--- src/rtl/fft_output_reader_if.sv ---
// Output stream of the FFT unload block: one frequency sample per valid/ready transfer.
interface fft_output_reader_if #(
    parameter int unsigned DW = 16
);
    logic            m_valid;
    logic            m_ready;
    logic [2*DW-1:0] m_data;
    logic [5:0]      m_index;
    logic            m_last;

    modport master (output m_valid, output m_data, output m_index, output m_last, input m_ready);
    modport slave  (input m_valid, input m_data, input m_index, input m_last, output m_ready);
endinterface

--- src/rtl/fft_output_reader.sv ---
// Unloads a finished 64-point FFT frame from the two SRAM banks and streams it out.
// Define FFT_OUT_BITREV_EN to read in bit-reversed position order (natural frequency order out).
module fft_output_reader #(
    parameter int unsigned DW     = 16,
    parameter int unsigned RD_LAT = 1
) (
    input  logic                 clk,
    input  logic                 nrst,
    input  logic                 start,
    output logic                 busy,
    output logic                 done,
    output logic                 re_b0,
    output logic [4:0]           raddr_b0,
    input  logic [2*DW-1:0]      rdata_b0,
    output logic                 re_b1,
    output logic [4:0]           raddr_b1,
    input  logic [2*DW-1:0]      rdata_b1,
    fft_output_reader_if.master  stream
);

    localparam int unsigned FDEPTH = RD_LAT + 2;
    localparam int unsigned WW     = 2 * DW;
    localparam int unsigned CW     = $clog2(FDEPTH + 1);

    typedef enum logic [1:0] {IDLE, READ, DRAIN} state_t;

    state_t      state, state_nxt;
    logic [6:0]  k, k_nxt;
    logic        busy_nxt, done_nxt;
    logic        issue, credit, pop, push;
    logic [5:0]  pos, idx_iss;
    logic        bank_iss;
    logic        re_b0_nxt, re_b1_nxt;
    logic [4:0]  raddr_b0_nxt, raddr_b1_nxt;

    // Tag pipeline; stage 0 is aligned with the registered read enables.
    logic [RD_LAT:0]       tag_vld;
    logic [RD_LAT:0]       tag_bank;
    logic [RD_LAT:0][5:0]  tag_idx;

    // Shift FIFO: entry 0 is the head and drives the stream directly.
    logic [FDEPTH-1:0]          f_vld;
    logic [FDEPTH-1:0]          f_last;
    logic [FDEPTH-1:0][WW-1:0]  f_data;
    logic [FDEPTH-1:0][5:0]     f_idx;
    logic [CW-1:0]              occ, wr_slot;
    logic [CW-1:0]              cnt;
    logic [WW-1:0]              push_data;

    function automatic logic [5:0] bitrev6(input logic [5:0] x);
        logic [5:0] r;
        for (int i = 0; i < 6; i++) r[i] = x[5-i];
        return r;
    endfunction

    assign pop       = f_vld[0] & stream.m_ready;
    assign push      = tag_vld[RD_LAT];
    assign push_data = tag_bank[RD_LAT] ? rdata_b1 : rdata_b0;
    // cnt = FIFO occupancy + reads in flight; a pop this cycle frees its slot for this issue.
    assign credit    = (cnt < CW'(FDEPTH)) | pop;

    assign stream.m_valid = f_vld[0];
    assign stream.m_data  = f_data[0];
    assign stream.m_index = f_idx[0];
    assign stream.m_last  = f_last[0];

    always_ff @(posedge clk) begin
        if (!nrst) begin
            state <= IDLE;
            k     <= '0;
            busy  <= 1'b0;
            done  <= 1'b0;
        end else begin
            state <= state_nxt;
            k     <= k_nxt;
            busy  <= busy_nxt;
            done  <= done_nxt;
        end
    end

    always_comb begin
        state_nxt = state;
        k_nxt     = k;
        busy_nxt  = busy;
        done_nxt  = 1'b0;
        issue     = 1'b0;
        case (state)
            IDLE: begin
                if (start) begin
                    state_nxt = READ;
                    k_nxt     = '0;
                    busy_nxt  = 1'b1;
                end
            end
            READ: begin
                if (credit && !k[6]) begin
                    issue = 1'b1;
                    k_nxt = 7'(k + 7'd1);
                    if (k[5:0] == 6'd63) state_nxt = DRAIN;
                end
            end
            DRAIN: begin
                if (pop && f_last[0] && cnt == CW'(1)) begin
                    done_nxt  = 1'b1;
                    busy_nxt  = 1'b0;
                    state_nxt = IDLE;
                end
            end
            default: state_nxt = IDLE;
        endcase
    end

    // Memory position, bank and address for the read being issued.
    always_comb begin
`ifdef FFT_OUT_BITREV_EN
        pos = bitrev6(k[5:0]);
`else
        pos = k[5:0];
`endif
        bank_iss     = ^pos;
        idx_iss      = bitrev6(pos);
        re_b0_nxt    = issue & ~bank_iss;
        re_b1_nxt    = issue & bank_iss;
        raddr_b0_nxt = re_b0_nxt ? pos[5:1] : 5'd0;
        raddr_b1_nxt = re_b1_nxt ? pos[5:1] : 5'd0;
    end

    always_comb begin
        occ = '0;
        for (int i = 0; i < int'(FDEPTH); i++) occ = occ + CW'(f_vld[i]);
        wr_slot = occ - CW'(pop);
    end

    always_ff @(posedge clk) begin
        if (!nrst) begin
            re_b0    <= 1'b0;
            re_b1    <= 1'b0;
            raddr_b0 <= '0;
            raddr_b1 <= '0;
            tag_vld  <= '0;
            tag_bank <= '0;
            tag_idx  <= '0;
            cnt      <= '0;
        end else begin
            re_b0       <= re_b0_nxt;
            re_b1       <= re_b1_nxt;
            raddr_b0    <= raddr_b0_nxt;
            raddr_b1    <= raddr_b1_nxt;
            tag_vld[0]  <= issue;
            tag_bank[0] <= bank_iss;
            tag_idx[0]  <= idx_iss;
            for (int j = 1; j <= int'(RD_LAT); j++) begin
                tag_vld[j]  <= tag_vld[j-1];
                tag_bank[j] <= tag_bank[j-1];
                tag_idx[j]  <= tag_idx[j-1];
            end
            cnt <= cnt + CW'(issue) - CW'(pop);
        end
    end

    always_ff @(posedge clk) begin
        if (!nrst) begin
            f_vld  <= '0;
            f_last <= '0;
            f_data <= '0;
            f_idx  <= '0;
        end else begin
            if (pop) begin
                for (int i = 0; i < int'(FDEPTH) - 1; i++) begin
                    f_vld[i]  <= f_vld[i+1];
                    f_last[i] <= f_last[i+1];
                    f_data[i] <= f_data[i+1];
                    f_idx[i]  <= f_idx[i+1];
                end
                f_vld[FDEPTH-1]  <= 1'b0;
                f_last[FDEPTH-1] <= 1'b0;
            end
            if (push) begin
                f_vld[wr_slot]  <= 1'b1;
                f_last[wr_slot] <= (tag_idx[RD_LAT] == 6'd63);
                f_data[wr_slot] <= push_data;
                f_idx[wr_slot]  <= tag_idx[RD_LAT];
            end
        end
    end

endmodule
--- src/flat_wrapper.sv ---
// flat-port wrapper written by rule: the top's interface ports become plain ports
module fft_output_reader_flat 
#(
    parameter int unsigned DW     = 16,
    parameter int unsigned RD_LAT = 1
)
  (clk, nrst, start, busy, done, re_b0, raddr_b0, rdata_b0, re_b1, raddr_b1, rdata_b1, stream_m_valid, stream_m_data, stream_m_index, stream_m_last, stream_m_ready);
  fft_output_reader_if #(.DW(DW)) stream_i ();
  input  logic clk;
  input  logic nrst;
  input  logic start;
  output logic busy;
  output logic done;
  output logic re_b0;
  output logic [4:0] raddr_b0;
  input  logic [2*DW-1:0] rdata_b0;
  output logic re_b1;
  output logic [4:0] raddr_b1;
  input  logic [2*DW-1:0] rdata_b1;
  output wire logic [$bits(stream_i.m_valid)-1:0] stream_m_valid;
  output wire logic [$bits(stream_i.m_data)-1:0] stream_m_data;
  output wire logic [$bits(stream_i.m_index)-1:0] stream_m_index;
  output wire logic [$bits(stream_i.m_last)-1:0] stream_m_last;
  input wire logic [$bits(stream_i.m_ready)-1:0] stream_m_ready;
  assign stream_m_valid = stream_i.m_valid;
  assign stream_m_data = stream_i.m_data;
  assign stream_m_index = stream_i.m_index;
  assign stream_m_last = stream_i.m_last;
  assign stream_i.m_ready = stream_m_ready;
  fft_output_reader #(.DW(DW), .RD_LAT(RD_LAT)) u_core (.clk(clk), .nrst(nrst), .start(start), .busy(busy), .done(done), .re_b0(re_b0), .raddr_b0(raddr_b0), .rdata_b0(rdata_b0), .re_b1(re_b1), .raddr_b1(raddr_b1), .rdata_b1(rdata_b1), .stream(stream_i));
endmodule
--- config.mk ---
export PLATFORM = sky130hd
export DESIGN_NAME = fft_output_reader_flat
export DESIGN_NICKNAME = d
export VERILOG_FILES = /design/src/rtl/fft_output_reader_if.sv /design/src/rtl/fft_output_reader.sv /design/src/flat_wrapper.sv
export SDC_FILE = /design/constraint.sdc
export NUM_CORES = 1
export LEC_CHECK = 0
export BUFFER_PORTS_ARGS = -buffer_cell sky130_fd_sc_hd__buf_2
export CAP_MARGIN = 20
export CELL_PAD_IN_SITES_DETAIL_PLACEMENT = 0
export CELL_PAD_IN_SITES_GLOBAL_PLACEMENT = 1
export CORE_ASPECT_RATIO = 0.6
export CORE_MARGIN = 2
export CORE_UTILIZATION = 38
export DETAILED_ROUTE_END_ITERATION = 8
export PLACE_DENSITY = 0.79
export RECOVER_POWER = 50
export SYNTH_ARGS = -nofsm -noshare
export SYNTH_HDL_FRONTEND = slang
export SYNTH_SLANG_ARGS = --single-unit
--- constraint.sdc ---
create_clock -name clk -period 2.83 [get_ports clk]
set_input_delay 0.566 -clock clk [delete_from_list [all_inputs] [get_ports clk]]
set_output_delay 0.566 -clock clk [all_outputs]
set_load 0.005 [all_outputs]
Yosys cells after proc, flatten, opt, wreduce, memory -nomap -nowiden
Index checks and enable logic that the tools add are counted.

word-level totals
  register bits = 161
  bits in latches = 0
  memory bits (writable) = 0
  ROM bits = 0
  input port bits = 68
  output and inout bits = 54
  logic and storage cells = 96
  memories kept = 0

cells by class
  add/subtract/negate cells = 6
  multipliers = 0
  divide/modulo/power cells = 0
  order comparisons = 3
  equal/unequal tests = 9
  shift-type cells = 0
  mux-type cells = 36
  bitwise operators = 6
  reductions and logical operators = 15

operators with widths
  cell                                                             number
  64-bit two-way mux                                               3
  96-bit bitwise mux                                               1
  32-bit demux with 2-bit select                                   1
  32-bit two-way mux                                               2
  12-bit two-way mux                                               3
  18-bit bitwise mux                                               1
  3-bit two-way mux                                                6
  7-bit two-way mux                                                2
  7-bit one-hot mux with 2 select lines                            1
  6-bit demux with 2-bit select                                    1
  6-bit == test, second input constant                             2
  2-bit two-way mux                                                4
  7-bit by 1-bit adder with 7-bit output, second input constant    1
  1-bit two-way mux                                                6
  6-bit two-way mux                                                1
  2-bit by 1-bit != test with 1-bit output, second input constant  3
  2-bit one-hot mux with 3 select lines                            1
  2-bit AND reduction                                              3
  3-bit AND reduction                                              2
  6-bit XOR reduction                                              1
  2-bit by 1-bit adder with 2-bit output                           2
  2-bit by 1-bit == test with 1-bit output, second input constant  2
  1-bit logical AND                                                4
  4-bit AND reduction                                              1
  17 further kinds                                                 21

Logic depth before layout (Yosys ltp)
  depth after elaboration = 9
  depth in mapped cells = 12
  depth with buffers taken out = 8

Worst setup path before layout
No wires, ideal clock.

  kind = input to register
  start = input port stream_m_ready
  end = register u_core.f_idx[13] (netlist name)
  setup time = 128 ps
  data arrival time = 2846 ps
  required time = 2702 ps
  path slack = -144 ps
  stages on the path = 11
  buffers on the path = 3
  path through = nand2_1 -> inv_2 -> buf_2 -> buf_2 -> ha_1 -> fa_1 -> xor2_2 -> nor2_2 -> buf_2 -> mux2i_1 -> nor2_1

on the way
  cells in the longest elaborated chain, start to end = 7
  elaborated cells on any way between the ends = 8
  classes of those cells = 1 x add/sub; 2 x order compare; 3 x mux; 1 x bitwise; 1 x reduce/logical

RTL lines
  element                                                                                                                                        line                      RTL
  from (decl)                                                                                                                                    flat_wrapper.sv:24        input wire logic [$bits(stream_i.m_ready)-1:0] stream_m_ready;
  1-bit bitwise AND *                                                                                                                            fft_output_reader.sv:56   assign pop = f_vld[0] & stream.m_ready;
  2-bit by 1-bit subtractor with 2-bit output *                                                                                                  fft_output_reader.sv:131  wr_slot = occ - CW'(pop);
  2-bit by 3-bit less-than comparator with 1-bit output (implied by the code) or 2-bit by 1-bit >= comparator with 1-bit output (tied branches)  fft_output_reader.sv:182  f_idx[wr_slot] <= tag_idx[RD_LAT];
  1-bit logical AND (implied by the code)                                                                                                        fft_output_reader.sv:182
  6-bit two-way mux (implied by the code)                                                                                                        fft_output_reader.sv:182
  6-bit demux with 2-bit select *                                                                                                                -
  18-bit bitwise mux *                                                                                                                           fft_output_reader.sv:182
  to (signal, indexed assignment)                                                                                                                fft_output_reader.sv:173  f_idx[i] <= f_idx[i+1];
  to (signal, indexed assignment)                                                                                                                fft_output_reader.sv:182
  to (decl)                                                                                                                                      fft_output_reader.sv:45   logic [FDEPTH-1:0][5:0] f_idx;

Mark *: on every way between the ends. The rest lies on a longest branch, timed or not.
A chain may end at the register's enable or synchronous reset.

Worst setup path after layout
  start = register u_core.f_vld[0]
  end = register u_core.f_idx[13] (netlist name)

on the way
  cells in the longest elaborated chain, start to end = 8
  elaborated cells on any way between the ends = 10
  classes of those cells = 3 x add/sub; 2 x order compare; 3 x mux; 1 x bitwise; 1 x reduce/logical

RTL lines
  element                                                                                                                                        line                      RTL
  from (decl)                                                                                                                                    fft_output_reader.sv:42   logic [FDEPTH-1:0] f_vld;
  from (signal, indexed assignment)                                                                                                              fft_output_reader.sv:170  f_vld[i] <= f_vld[i+1];
  1-bit by 1-bit adder with 2-bit output                                                                                                         fft_output_reader.sv:130  for (int i = 0; i < int'(FDEPTH); i++) occ = occ + CW'(f_vld[i]);
  2-bit by 1-bit adder with 2-bit output                                                                                                         fft_output_reader.sv:130
  2-bit by 1-bit subtractor with 2-bit output *                                                                                                  fft_output_reader.sv:131
  2-bit by 3-bit less-than comparator with 1-bit output (implied by the code) or 2-bit by 1-bit >= comparator with 1-bit output (tied branches)  fft_output_reader.sv:182
  1-bit logical AND (implied by the code)                                                                                                        fft_output_reader.sv:182
  6-bit two-way mux (implied by the code)                                                                                                        fft_output_reader.sv:182
  6-bit demux with 2-bit select *                                                                                                                -
  18-bit bitwise mux *                                                                                                                           fft_output_reader.sv:182

Marks and branches as above.

==> impl_metrics.py <==
metrics = {
    "timing": {
        "finalSetupViolations": 0,
        "fmax_mhz": 412,
        "fin_worst_skew_ps": 13.8,
        "maxSlewViolCount": 0,
        "worstMarginPinSlew_ps": 948,
        "layout_setup_ws_ps": 405,
        "slew-limit-headroom_pct": 36.8,
        "rsz0062_at_grt": "no",
        "setup-tns-final_ps": 0,
        "hold_viol_final": 0,
        "period_share_pct": 85.7,
        "period_minus_slack_ps": 2430,
    },
    "worst_setup_path": {
        "rrSetupSlack_ps": 400,
        "reg2reg_from": "u_core.f_vld[0]$_SDFF_PN0_",
        "cp-start-kind": "flip-flop",
        "path_max_fanout": 36,
        "reg2reg_depth": 9,
        "path_class": "flip-flop to flip-flop",
        "worstPathRequired_ps": 3120,
        "cp.arrival_ps": 2720,
        "crit_path_end_kind": "flip-flop",
        "reg2reg_to": "u_core.f_idx[13]$_SDFFE_PN0P_",
    },
    "worst_hold_path": {
        "worstHoldPathCells": 3,
        "worstHoldStart": "start",
        "holdPathEnd": "u_core.state[0]$_SDFFE_PN0P_",
        "hold_path.class": "primary input to flip-flop",
    },
    "place": {
        "hpwl_mm": 9.69,
        "port_buffers": 121,
        "gp_congestion": 0.749,
        "dpl-instance-area_um2": 7500,
        "place_inst": 1011,
        "dp_slack_ps": 132,
    },
    "logic_synthesis": {
        "synthXorXnorAreaFrac_pct": 0.739,
        "synth_enable_flop_cells": 0,
        "synth-compound-area-share_pct": 21.5,
        "async_flop_share_pct": 0,
        "synth_top_family_by_area": "compound AO/OA/AOI/OAI gates",
        "synth_flop_cell": "dfxtp_1",
        "synthCells": 734,
        "netlist_area_um2": 6950,
        "synth-simple-area-share_pct": 15.4,
        "muxShareOfSynthArea_pct": 5.62,
        "synth.avg_cell_area_um2": 9.46,
        "ys_types": 45,
        "ys_warn_count": 0,
        "synth-adder-area-share_pct": 1.37,
        "synth_nets": 809,
        "seq_area_frac_synth_pct": 46.4,
        "synth-seq-cells": 161,
    },
    "global_routing": {
        "first_global_vias": 4839,
        "grt_use_total_pct": 16.6,
        "grt_first_pass_wirelength_mm": 25.7,
        "antenna_found_initial": 0,
        "grt_max_degree": 82,
        "gr-total-overflow": 0,
    },
    "power": {
        "ir_drop_v": 0.000364,
        "power.density_nw_per_um2": 602,
        "p_leak_nw": 2.89,
    },
    "routing": {
        "viasPerCell": 5.08,
        "drt_iter0_drc": 408,
        "drc": 0,
        "ant_nets": 0,
        "wirelength_mm": 15.3,
        "first_pass_iters": 5,
        "dr_total_vias": 5290,
        "wl_per_cell_um": 14.7,
    },
    "cts": {
        "htree_num_levels": 4,
        "cts.clk_slew.worst_paths_ps": 70,
        "ctsRootBufferMaster": "clkbuf_16",
        "tritoncts": "yes",
        "clk_latency_ps": 420,
        "clockBufferDepth": 2,
        "hold_buffers": 0,
        "post-cts-setup-buffers": 0,
        "numCtsBuffers": 17,
        "clock_sink_count": 161,
        "ctsResizeCount": 0,
    },
    "status": {
        "status": "completed",
    },
    "floorplan": {
        "core_area_um2": 18000,
        "std_cell_rows": 38,
        "dieArea_um2": 19400,
        "die_y_um": 109,
        "io_pins": 122,
        "start_util_pct": 38.6,
        "die_width_um": 179,
    },
    "finish": {
        "syn_to_final_growth_pct": 15.1,
        "stdcell_count": 1042,
        "mostFrequentLayoutCells": "160 x a211oi_1, 160 x dfxtp_1, 85 x buf_2, 72 x and2_1, 62 x nor2_1",
        "final_cell_area_um2": 7990,
        "nets": 865,
        "antenna-diode-count": 0,
        "drive_gt1_share_pct": 17.1,
    },
    "flow_run": {
        "cap_violations": 0,
    },
}
-- cell type report --
cell class,instances,area [um2]
clock inverter,12,98.8
inverter,13,50.0
timing repair buffer,136,757
tap,240,300
clock buffer,19,453
multi-input combinational,461,3110
fill,1798,9980
sequential,161,3220
-- report_power, final --
part           switching, mW  total (mW)  internal [mW]
registers             0.0281        2.34           2.31
clock network          0.958        2.14           1.18
logic                  0.188       0.329          0.141
total                   1.17        4.81           3.63
-- registers in the layout (all words and copies together) (netlist names) --
register,cells
u_core.raddr_b1,5
u_core.stream.m_index,6
u_core.tag_vld,2
u_core.raddr_b0,5
u_core.k,7
u_core.tag_idx,12
u_core.f_last,3
u_core.f_data,64
u_core.cnt,2
u_core.f_vld,3
u_core.tag_bank,2
u_core.re_b1,1
u_core.stream.m_data,32
u_core.re_b0,1
u_core.busy,1
u_core.f_idx,12
u_core.done,1
u_core.state,2
-- worst max path at each step --
stage	startpoint	to	slack, ps	cells past startpoint
3_5_place_dp	stream_m_ready	u_core.stream.m_data[26]$_SDFF_PN0_	130	10
3_3_place_gp	stream_m_ready	u_core.f_data[46]$_SDFF_PN0_	190	10
6_report	u_core.f_vld[0]$_SDFF_PN0_	u_core.f_idx[13]$_SDFFE_PN0P_	400	9
5_1_grt	u_core.f_vld[0]$_SDFF_PN0_	u_core.f_data[87]$_SDFFE_PN0P_	200	9
2_1_floorplan	stream_m_ready	u_core.stream.m_data[24]$_SDFF_PN0_	3	12
4_1_cts	u_core.f_vld[0]$_SDFF_PN0_	u_core.stream.m_data[26]$_SDFF_PN0_	440	9
-- Yosys cell counts, drive strengths merged (3+ instances only) --
| library cell | count | share of area (%) |
|---|---|---|
| dfxtp | 161 | 46 |
| a211oi | 160 | 17 |
| and2 | 82 | 7.4 |
| buf | 65 | 6.5 |
| nor2 | 62 | 3.4 |
| nand2 | 42 | 2.3 |
| mux2i | 39 | 5.6 |
| clkbuf | 34 | 1.9 |
| a311oi | 14 | 1.8 |
| inv | 13 | 0.70 |
| a21oi | 7 | 0.50 |
| nand3 | 7 | 0.50 |
| ha | 6 | 1.1 |
| and3 | 5 | 0.45 |
| nand2b | 3 | 0.27 |
| nor3 | 3 | 0.22 |
| o211ai | 3 | 0.32 |
| o22ai | 3 | 0.27 |
| xor2 | 3 | 0.49 |
-- cell families (layout without fill, tap and decap cells) --
family,count (synthesis),after routing
flops,161,161
fa+ha+maj,7,7
mux,39,39
simple gates,212,212
buf+inv,112,180
compound gates,198,198
xor+xnor,5,5
-- metrics by stage --
step | hold slack (ps) | total power [mW] | utilization [%]
after floorplan | 412 | 2.62 | -
after global placement | 417 | 2.73 | 41.7
after detailed placement | 426 | 2.73 | 41.7
after CTS | 411 | 4.88 | 44.8
after global routing | 415 | 5.01 | 44.5
final | 424 | 4.81 | 44.5
-- worst max-delay path, stage by stage (launching register included) --
cell,delay [ps]
dfxtp_1,340
nand2_1,100
inv_1,60
ha_1,300
fa_1,450
xor2_4,230
nor2_1,330
buf_12,250
mux2i_1,200
nor2_1,50
-- routing by layer --
| layer | global-route usage (%) | share of wire, % |
|---|---|---|
| met1 | 26.0 | 54 |
| met2 | 22.3 | 40 |
| met3 | 3.35 | 4.9 |
| met4 | 4.88 | 0.56 |
| met5 | 0 | 0 |
Note: power is estimated with default switching activity, not from simulation.
